==> src/rtl/flit_tx_port.sv <==
// flit_tx_port: transmit end of a router-to-router link.
// Per-VC staging FIFOs with HEAD->BODY*->TAIL admission checking, a
// round-robin VC arbiter honouring downstream on/off flow control, and a
// registered one-flit-per-cycle link output.
// Optional feature macro: TX_PKT_LOCK_EN. When defined, the arbiter locks
// onto a VC from a granted HEAD until that VC's TAIL has been sent.

package noc_params;
  localparam int VC_NUM    = 4;                // must be a power of two
  localparam int VC_SIZE   = $clog2(VC_NUM);
  localparam int DATA_SIZE = 8;

  typedef enum logic [1:0] {
    HEAD     = 2'b00,
    BODY     = 2'b01,
    TAIL     = 2'b10,
    HEADTAIL = 2'b11
  } flit_label_t;

  typedef struct packed {
    flit_label_t            flit_label;
    logic [VC_SIZE-1:0]     vc_id;
    logic [DATA_SIZE-1:0]   data;
  } flit_t;
endpackage

module flit_tx_port
  import noc_params::*;
#(
  parameter int BUFFER_SIZE = 8
) (
  input  logic              clk,
  input  logic              rst,
  input  flit_t             data_i,
  input  logic              valid_flit_i,
  input  logic [VC_NUM-1:0] on_off_i,
  output flit_t             data_o,
  output logic              valid_flit_o,
  output logic [VC_NUM-1:0] is_full_o,
  output logic [VC_NUM-1:0] is_empty_o,
  output logic              drop_o
);

  localparam int PTR_W = $clog2(BUFFER_SIZE);
  localparam int CNT_W = PTR_W + 1;

  typedef enum logic {
    IDLE   = 1'b0,
    ACTIVE = 1'b1
  } vc_state_t;

  // Per-VC storage and bookkeeping
  flit_t            mem_r        [VC_NUM][BUFFER_SIZE];
  logic [PTR_W-1:0] wr_ptr_r     [VC_NUM];
  logic [PTR_W-1:0] rd_ptr_r     [VC_NUM];
  logic [CNT_W-1:0] cnt_r        [VC_NUM];
  logic [CNT_W-1:0] cnt_next_s   [VC_NUM];
  vc_state_t        state_r      [VC_NUM];
  vc_state_t        state_next_s [VC_NUM];
  logic [VC_NUM-1:0] full_r, empty_r;
  logic [VC_NUM-1:0] push_s, pop_s;

  // Write side
  logic [VC_SIZE-1:0] wr_vc_s;
  logic               accept_s, drop_s;

  // Arbiter and link
  logic [VC_NUM-1:0]  eligible_s;
  logic               rr_valid_s, grant_valid_s;
  logic [VC_SIZE-1:0] rr_grant_s, grant_s;
  logic [VC_SIZE-1:0] rr_ptr_r, rr_ptr_next_s;
  flit_t              head_flit_s;
  flit_t              data_r;
  logic               valid_r, drop_r;

`ifdef TX_PKT_LOCK_EN
  logic               lock_r, lock_next_s;
  logic [VC_SIZE-1:0] lock_vc_r, lock_vc_next_s;
`endif

  // Next VC index after v, wrapping at VC_NUM.
  function automatic logic [VC_SIZE-1:0] vc_inc(input logic [VC_SIZE-1:0] v);
    return (int'(v) == VC_NUM - 1) ? VC_SIZE'(0) : v + VC_SIZE'(1);
  endfunction

  assign head_flit_s  = mem_r[grant_s][rd_ptr_r[grant_s]];
  assign data_o       = data_r;
  assign valid_flit_o = valid_r;
  assign drop_o       = drop_r;
  assign is_full_o    = full_r;
  assign is_empty_o   = empty_r;

  // Admission: accept or drop the incoming flit against its VC's packet state.
  always_comb begin
    wr_vc_s  = data_i.vc_id;
    accept_s = 1'b0;
    drop_s   = 1'b0;
    for (int v = 0; v < VC_NUM; v++) state_next_s[v] = state_r[v];
    if (valid_flit_i) begin
      if (full_r[wr_vc_s]) begin
        // A pop in the same cycle does not make room for this flit.
        drop_s = 1'b1;
      end else begin
        case (state_r[wr_vc_s])
          IDLE: begin
            case (data_i.flit_label)
              HEAD:     begin accept_s = 1'b1; state_next_s[wr_vc_s] = ACTIVE; end
              HEADTAIL: accept_s = 1'b1;
              default:  drop_s   = 1'b1;
            endcase
          end
          ACTIVE: begin
            case (data_i.flit_label)
              BODY:    accept_s = 1'b1;
              TAIL:    begin accept_s = 1'b1; state_next_s[wr_vc_s] = IDLE; end
              default: drop_s   = 1'b1;
            endcase
          end
          default: drop_s = 1'b1;
        endcase
      end
    end else begin
      accept_s = 1'b0;
    end
  end

  // Round-robin search: first eligible VC at or after rr_ptr, with wrap.
  always_comb begin
    logic [VC_SIZE-1:0] idx;
    idx        = VC_SIZE'(0);
    eligible_s = ~empty_r & on_off_i;
    rr_valid_s = 1'b0;
    rr_grant_s = rr_ptr_r;
    // Walk from the farthest offset down so the nearest eligible VC wins.
    for (int i = VC_NUM - 1; i >= 0; i--) begin
      idx        = rr_ptr_r + VC_SIZE'(i);
      rr_grant_s = eligible_s[idx] ? idx : rr_grant_s;
      rr_valid_s = rr_valid_s | eligible_s[idx];
    end
  end

  // Final grant selection and pointer/lock update.
  always_comb begin
    rr_ptr_next_s = rr_ptr_r;
`ifdef TX_PKT_LOCK_EN
    lock_next_s    = lock_r;
    lock_vc_next_s = lock_vc_r;
    if (lock_r) begin
      // Locked VC only; a blocked locked VC stalls the whole link.
      grant_valid_s = eligible_s[lock_vc_r];
      grant_s       = lock_vc_r;
    end else begin
      grant_valid_s = rr_valid_s;
      grant_s       = rr_grant_s;
    end
    if (grant_valid_s) begin
      if (lock_r) begin
        if (head_flit_s.flit_label == TAIL) begin
          lock_next_s   = 1'b0;
          rr_ptr_next_s = vc_inc(grant_s);
        end else begin
          lock_next_s = 1'b1;
        end
      end else if (head_flit_s.flit_label == HEAD) begin
        lock_next_s    = 1'b1;
        lock_vc_next_s = grant_s;
      end else begin
        rr_ptr_next_s = vc_inc(grant_s);
      end
    end else begin
      rr_ptr_next_s = rr_ptr_r;
    end
`else
    grant_valid_s = rr_valid_s;
    grant_s       = rr_grant_s;
    if (grant_valid_s) begin
      rr_ptr_next_s = vc_inc(grant_s);
    end else begin
      rr_ptr_next_s = rr_ptr_r;
    end
`endif
  end

  // Per-VC push/pop decode and next occupancy.
  always_comb begin
    for (int v = 0; v < VC_NUM; v++) begin
      push_s[v] = accept_s && (int'(wr_vc_s) == v);
      pop_s[v]  = grant_valid_s && (int'(grant_s) == v);
      case ({push_s[v], pop_s[v]})
        2'b10:   cnt_next_s[v] = cnt_r[v] + CNT_W'(1);
        2'b01:   cnt_next_s[v] = cnt_r[v] - CNT_W'(1);
        default: cnt_next_s[v] = cnt_r[v];
      endcase
    end
  end

  // FIFO storage write; contents need no reset because pointers gate them.
  always_ff @(posedge clk) begin
    if (accept_s) begin
      mem_r[wr_vc_s][wr_ptr_r[wr_vc_s]] <= data_i;
    end
  end

  // FIFO pointers, occupancy, status flags and packet state per VC.
  always_ff @(posedge clk) begin
    if (rst) begin
      for (int v = 0; v < VC_NUM; v++) begin
        wr_ptr_r[v] <= PTR_W'(0);
        rd_ptr_r[v] <= PTR_W'(0);
        cnt_r[v]    <= CNT_W'(0);
        state_r[v]  <= IDLE;
      end
      full_r  <= {VC_NUM{1'b0}};
      empty_r <= {VC_NUM{1'b1}};
    end else begin
      for (int v = 0; v < VC_NUM; v++) begin
        if (push_s[v]) wr_ptr_r[v] <= wr_ptr_r[v] + PTR_W'(1);
        if (pop_s[v])  rd_ptr_r[v] <= rd_ptr_r[v] + PTR_W'(1);
        cnt_r[v]   <= cnt_next_s[v];
        state_r[v] <= state_next_s[v];
        full_r[v]  <= (cnt_next_s[v] == CNT_W'(BUFFER_SIZE));
        empty_r[v] <= (cnt_next_s[v] == CNT_W'(0));
      end
    end
  end

  // Link output register, drop pulse and arbiter state.
  always_ff @(posedge clk) begin
    if (rst) begin
      data_r   <= '0;
      valid_r  <= 1'b0;
      drop_r   <= 1'b0;
      rr_ptr_r <= VC_SIZE'(0);
`ifdef TX_PKT_LOCK_EN
      lock_r    <= 1'b0;
      lock_vc_r <= VC_SIZE'(0);
`endif
    end else begin
      valid_r  <= grant_valid_s;
      drop_r   <= drop_s;
      rr_ptr_r <= rr_ptr_next_s;
      if (grant_valid_s) data_r <= head_flit_s;
`ifdef TX_PKT_LOCK_EN
      lock_r    <= lock_next_s;
      lock_vc_r <= lock_vc_next_s;
`endif
    end
  end

endmodule

==> config.mk <==
export PLATFORM = sky130hd
export DESIGN_NAME = flit_tx_port
export DESIGN_NICKNAME = d
export VERILOG_FILES = /design/src/rtl/flit_tx_port.sv
export SDC_FILE = /design/constraint.sdc
export NUM_CORES = 1
export LEC_CHECK = 0
export CORE_MARGIN = 1
export CORE_UTILIZATION = 62
export CTS_CLUSTER_DIAMETER = 60
export CTS_CLUSTER_SIZE = 16
export DETAILED_ROUTE_END_ITERATION = 12
export GPL_TIMING_DRIVEN = 0
export PLACE_DENSITY_LB_ADDON = 0.25
export SYNTH_ARGS = -nofsm -noshare
export SYNTH_HDL_FRONTEND = slang
export SYNTH_SLANG_ARGS = --single-unit
export TNS_END_PERCENT = 10
==> constraint.sdc <==
create_clock -name clk -period 4.5 [get_ports clk]
set_input_delay 0.9 -clock clk [delete_from_list [all_inputs] [get_ports clk]]
set_output_delay 0.9 -clock clk [all_outputs]
set_load 0.01 [all_outputs]
Word level (Yosys, flattened, before mapping). Memories as Yosys holds them, arrays and structs flattened. Index checks and enable logic that the tools add are counted.

$lt $le $gt $ge: 10. Equal/unequal tests: 21. Multiply operators: 0. Multiplexer cells: 85. Add/subtract/negate cells: 20. Shift-type cells: 0. Reductions and logical operators: 20. Bitwise logic cells: 29. Divide/modulo/power cells: 0.

Operator list (count): 2-to-1 mux 96 bit (1); 2-to-1 mux 1 bit (45); one-hot mux 4 bit (2 select lines) (5); binary-select mux 12 bit (select 3 bit) (1); demux 12 bit (select 3 bit) (1); 2-to-1 mux 12 bit (3); 2-to-1 mux 4 bit (8); adder 3 x 1 -> 3 bit (second input constant) (8); 2-to-1 mux 3 bit (8); equality test 2 bit (second input constant) (10); bitwise OR 1 bit (19); adder 4 x 1 -> 4 bit (second input constant) (4); equality test 4 bit (second input constant) (4); logical NOT 4 bit (4); subtractor 4 x 1 -> 4 bit (second input constant) (4); less-than comparator 2 x 3 -> 1 bit (second input constant) (5); equality test 2 x 1 -> 1 bit (second input constant) (7); binary-select mux 1 bit (select 2 bit) (5); logical AND 1 bit (10); 2-to-1 mux 2 bit (5); AND 4 bit (2); >= comparator 4 bit (second input constant) (2); NOT 3 -> 4 bit (2); NOT 4 bit (2); other kinds (12) (20).

Bits in latches: 0. Register bits after elaboration: 24. Word-level logic and storage cells: 198. Input bits: 19. Bits in writable memories: 428. ROM bits: 0. Memories: 5. Output and inout port bits: 22.

Memories: mem_r (depth 4, width 96, rd ports 1, clocked after Yosys merged registers in 0, write ports 1, line 53) `flit_t mem_r [VC_NUM][BUFFER_SIZE];`; cnt_r (depth 4, width 4, rd ports 4, clocked after Yosys merged registers in 0, write ports 4, line 56) `logic [CNT_W-1:0] cnt_r [VC_NUM];`; rd_ptr_r (depth 4, width 3, rd ports 5, clocked after Yosys merged registers in 0, write ports 4, line 55) `logic [PTR_W-1:0] rd_ptr_r [VC_NUM];`; wr_ptr_r (depth 4, width 3, rd ports 5, clocked after Yosys merged registers in 0, write ports 4, line 54) `logic [PTR_W-1:0] wr_ptr_r [VC_NUM];`; state_r (depth 4, width 1, rd ports 5, clocked after Yosys merged registers in 0, write ports 4, line 58) `vc_state_t state_r [VC_NUM];`.

Longest topological paths before layout.
Depth in word-level cells: 14. Mapped depth: 20. Gate-level depth less buffers: 17.

Least setup slack after synthesis. No wires, ideal clock.

Path type: input port to flip-flop. From: input on_off_i[3]. To: register empty_r[3], in the netlist is_empty_o[3]. Required time: 4.430 ns. Arrival: 3.867 ns. Setup slack: 0.563 ns. Stages on the path: 19. Library setup time: 0.070 ns. Cells stage by stage: nor2b_4 -> nor3b_1 -> nor4_4 -> nor2_4 -> inv_2 -> buf_2 -> buf_2 -> buf_2 -> ha_1 -> and2_1 -> ha_1 -> xor2_1 -> ha_1 -> a21oi_1 -> xor2_1 -> nor2_1 -> xnor2_1 -> o21ai_0 -> a21oi_1.

Cells in the longest elaborated chain, start to end: 12. Elaborated cells between the ends (all ways): 22. Those cells by class: eq/ne (3); mux (13); bitwise (4); reduce/logical (2).

RTL lines: from (decl) (line 36) `input logic [VC_NUM-1:0] on_off_i,`; AND 4 bit (*) (line 131) `eligible_s = ~empty_r & on_off_i;`; binary-select mux 1 bit (select 2 bit) (line 137, 138); 2-to-1 mux 1 bit (implied by the code) (line 137, 138); 2-to-1 mux 2 bit (4 in series) (line 137) `rr_grant_s = eligible_s[idx] ? idx : rr_grant_s;`; equality test 2 x 1 -> 1 bit (line 188) `pop_s[v] = grant_valid_s && (int'(grant_s) == v);`; logical AND 1 bit (*) (line 188); equality test 2 x 1 -> 1 bit / equality test 2 bit (equally long branches) (line 189) `case ({push_s[v], pop_s[v]})`; one-hot mux 4 bit (2 select lines) (*) (line 189); logical NOT 4 bit (*) (line 222) `empty_r[v] <= (cnt_next_s[v] == CNT_W'(0));`; to (signal assigned) (line 214) `empty_r <= {VC_NUM{1'b1}};`; to (signal, indexed assignment) (line 222); to (decl) (line 60) `logic [VC_NUM-1:0] full_r, empty_r;`.

Mark *: on every way between the ends. The rest lies on a longest branch, timed or not. The select of a mux whose other input is x is not followed. A chain may end at the register's enable or synchronous reset.

Worst setup path after layout.
From: input on_off_i[2]. To: register empty_r[0], in the netlist is_empty_o[0].

Cells in the longest elaborated chain, start to end: 12. Elaborated cells between the ends (all ways): 22. Those cells by class: eq/ne (2); mux (13); bitwise (4); reduce/logical (3).

RTL lines (line): AND 4 bit (*) (131); binary-select mux 1 bit (select 2 bit) (137, 138); 2-to-1 mux 1 bit (implied by the code) (137, 138); 2-to-1 mux 2 bit (4 in series) (137); logical NOT 2 bit (188); logical AND 1 bit (*) (188); equality test 2 x 1 -> 1 bit / equality test 2 bit (equally long branches) (189); one-hot mux 4 bit (2 select lines) (*) (189); logical NOT 4 bit (*) (222).

Marks and branches as above.

==> run metrics <==
TritonCTS clock tree done; DR WL/cell 24.87 um; Tot GR Track Use 0.3122; Post-synth EDFFs 408; status completed; CP max stage cell clkdlybuf4s50_1; first-pass GRT wire length 71730 um; Post-Syn Instances 1456; antenna violations before repair 0; Via density 6.536; CP Cell Sequence clkdlybuf4s50_1 > nand2b_4 > nor3b_2 > nor4_4 > nor2_4 > clkbuf_4 > buf_2 > clkbuf_4 > nand3_1 > inv_1 > ha_1 > xor2_1 > ha_1 > a21oi_1 > xor2_1 > nor2_1 > xnor2_1 > o21ai_0 > a21oi_1; final period utilization 0.9459; post-CTS setup buffer count 0; Num CTS Buffers 35; switching power 4.649 mW; Min Clock Period, post-route 4257 ps; crit-path max FO 10; arrival time worst endpoint 4710 ps; io pins 41; Area Growth Syn to Fin 9.938%; logic gate share of total power 0.372; Slew Viols, Final 0; critical path type in2reg; post-synthesis sequential area ratio 0.6931; setup tns final 0 ps; reg2reg end is_empty_o[0]; Nets 1570; vias 12660; Startpoint Class input port; Max Cap Viol 0; n_diodes 0; DR WL met2 22680 um; DR DRC count 0; die height 176.8 um; top routing layer in use met4; clock share of power 0.238; RePlAce Congestion 0.9162; final WL 48180 um; P_leak 7.302 nW; Async S/R FF share, synth 0; switch share 0.3747; die area 31270 sq um; post-layout instance area 20830 sq um; row cnt 63; PwrDens 595.7 nW/um^2; Hold WC Path Type reg2reg; most frequent cells in the layout 408 x edfxtp_1, 323 x nand2_1, 122 x a21oi_1; CTS max path bufs 3; Die W 176.8 um; post-synth top area share 0.6466; relative slew slack 0.03038; H-tree levels 2; Tot Pwr 12.41 mW; largest net degree at the start of global routing 35; I/O Buffers 40; Clock Latency Late Sink 530 ps; Main synth FF type edfxtp_1; Setup violations, final 0; clock-pin slew on the worst setup and hold paths 70 ps; drt pass-1 iters 7; DP Wirelength 31670 um; Synth warnings 0; FF+latch count, synth 452; Starting Density 0.6343; root buf cell clkbuf_16; worst slew pin tran 1450 ps; Max Clock Skew 18.89 ps; most common cell after layout, fill and taps aside edfxtp_1; Yosys top cell by area edfxtp_1; hold_ws 494.3 ps; unrepaired setup endpoints after global routing yes; Sinks on Clock Net 452; share of post-route cells with drive strength above 1 0.1041; Mapped Avg Cell Area 13.01 sq um; cell area after synthesis 18950 sq um; internal power 7.760 mW; Area contributors post-synth edfxtp_1 65%, nand2_1 6.4%, dfxtp_1 4.6%; reg-to-reg setup timing slack 700 ps; vias in the first global route 12100; Worst R2R Start is_empty_o[2]; Slowest Stage Delay on Critical Path 450 ps; hold depth 2; met1 wire length 19100 um; core area 29870 sq um; Worst Setup End Kind flip-flop; Reg2Reg Depth 18; area post-placement 19820 sq um; synth unique cells 57; Final ANT Viol Nets 0; endpoints failing hold 0; Seq pwr share 0.390; fillers 2052; Max Fclk 234.9 MHz; post-synth net total 1498; GRT overflow 0; First DRT Iteration DRCs 1677; CP required 4960 ps; WL met3 4315 um; Max VDD drop 0.3797 mV
==> cell type report <==
| class | instances | area [sq um] | area share |
|---|---|---|---|
| Timing Repair Buffer | 40 | 361.6 | 0.01736 |
| Multi-Input combinational cell | 897 | 5318 | 0.2553 |
| Inverter | 16 | 62.56 | 0.003003 |
| Tap cell | 390 | 488.0 | 0.02342 |
| Buffer | 86 | 442.9 | 0.02126 |
| Clock buffer | 52 | 992.2 | 0.04763 |
| Clock inverter | 4 | 33.78 | 0.001622 |
| Sequential cell | 452 | 13130 | 0.6304 |
==> Yosys cell counts, types with 5 or more instances <==
| master | number |
|---|---|
| nor2b_1 | 7 |
| o21ai_0 | 9 |
| o41ai_2 | 11 |
| clkbuf_1 | 34 |
| buf_4 | 10 |
| and3_1 | 29 |
| nand2b_1 | 5 |
| xor2_1 | 13 |
| ha_1 | 23 |
| edfxtp_1 | 408 |
| a221oi_1 | 16 |
| inv_1 | 14 |
| nand2_1 | 323 |
| xnor2_1 | 16 |
| nor3_1 | 11 |
| a31oi_1 | 13 |
| a22oi_1 | 11 |
| or2_2 | 5 |
| nand3_1 | 55 |
| nor3b_1 | 10 |
| mux4_2 | 5 |
| a221oi_2 | 19 |
| a21oi_1 | 122 |
| buf_2 | 41 |
| a211oi_1 | 25 |
| dfxtp_1 | 44 |
| or3_1 | 7 |
| a311oi_1 | 13 |
| nor2_1 | 85 |
| a311o_1 | 24 |
| mux2i_1 | 11 |
==> critical path: cells and delay by family <==
family	cells	cell delay [ps]
AO/OA/AOI/OAI	3	490
XOR/XNOR	3	470
adder cells (fa/ha/maj)	2	460
buffers and inverters	5	1450
AND/OR/NAND/NOR	6	950
==> per-layer routing <==
layer	GRT usage	up-vias
li1	-	5549
met1	0.4391	6268
met2	0.4928	724
met3	0.04188	119
met4	0.1343	0
met5	0	-
==> repair_timing <==
action / CTS / global route
gates cloned: 0 / 0
gates resized for setup: 9 / 12
setup endpoints to repair: 404 / 105
hold buffers: 0 / 0
==> how the worst max path moves through the flow <==
stage	to	cells past startpoint	slack [ps]	from
after detailed placement	is_empty_o[2]	16	-1330	data_i[8]
final	is_empty_o[0]	19	240	on_off_i[2]
after global routing	is_full_o[1]	19	2	on_off_i[2]
after global placement	is_empty_o[2]	16	-1250	data_i[9]
after floorplan	is_empty_o[3]	19	560	on_off_i[3]
after CTS	is_empty_o[1]	19	60	on_off_i[2]
==> metrics by stage <==
| stage | utilization | worst slack, ps | std cells |
|---|---|---|---|
| final | 0.6973 | 243.4 | 1937 |
| after global routing | 0.6973 | 1.659 | 1937 |
| after CTS | 0.6973 | 57.56 | 1940 |
| after detailed placement | 0.6633 | -1333 | 1886 |
| after global placement | 0.6640 | -1253 | 1886 |
| after floorplan | - | 562.8 | 1456 |
==> sequential cells by signal, indices dropped and copies added, names as in the netlist, named ones only <==
register,count
cnt_r,16
data_o,12
drop_o,1
is_empty_o,4
is_full_o,4
mem_r,384
rd_ptr_r,12
rr_ptr_r,2
valid_flit_o,1
wr_ptr_r,12
==> logic make-up after synthesis <==
family | after synthesis | synth area share
fa+ha+maj | 23 | 0.01519
simple gates | 553 | 0.1282
flops | 452 | 0.6931
xor+xnor | 29 | 0.01340
compound gates | 274 | 0.1101
mux | 18 | 0.01294
buf+inv | 107 | 0.02707
==> power groups by stage <==
| stage | Combinational [mW] | Sequential, mW | Clock (mW) |
|---|---|---|---|
| 2_1_floorplan | 2.86 | 4.91 | 0 |
| 3_3_place_gp | 4.38 | 4.93 | 0 |
| 3_5_place_dp | 4.47 | 4.93 | 0 |
| 4_1_cts | 4.49 | 4.84 | 2.95 |
| 5_1_grt | 4.85 | 4.85 | 3.10 |
| 6_report | 4.61 | 4.84 | 2.96 |
Note: power is estimated with default switching activity, not from simulation.
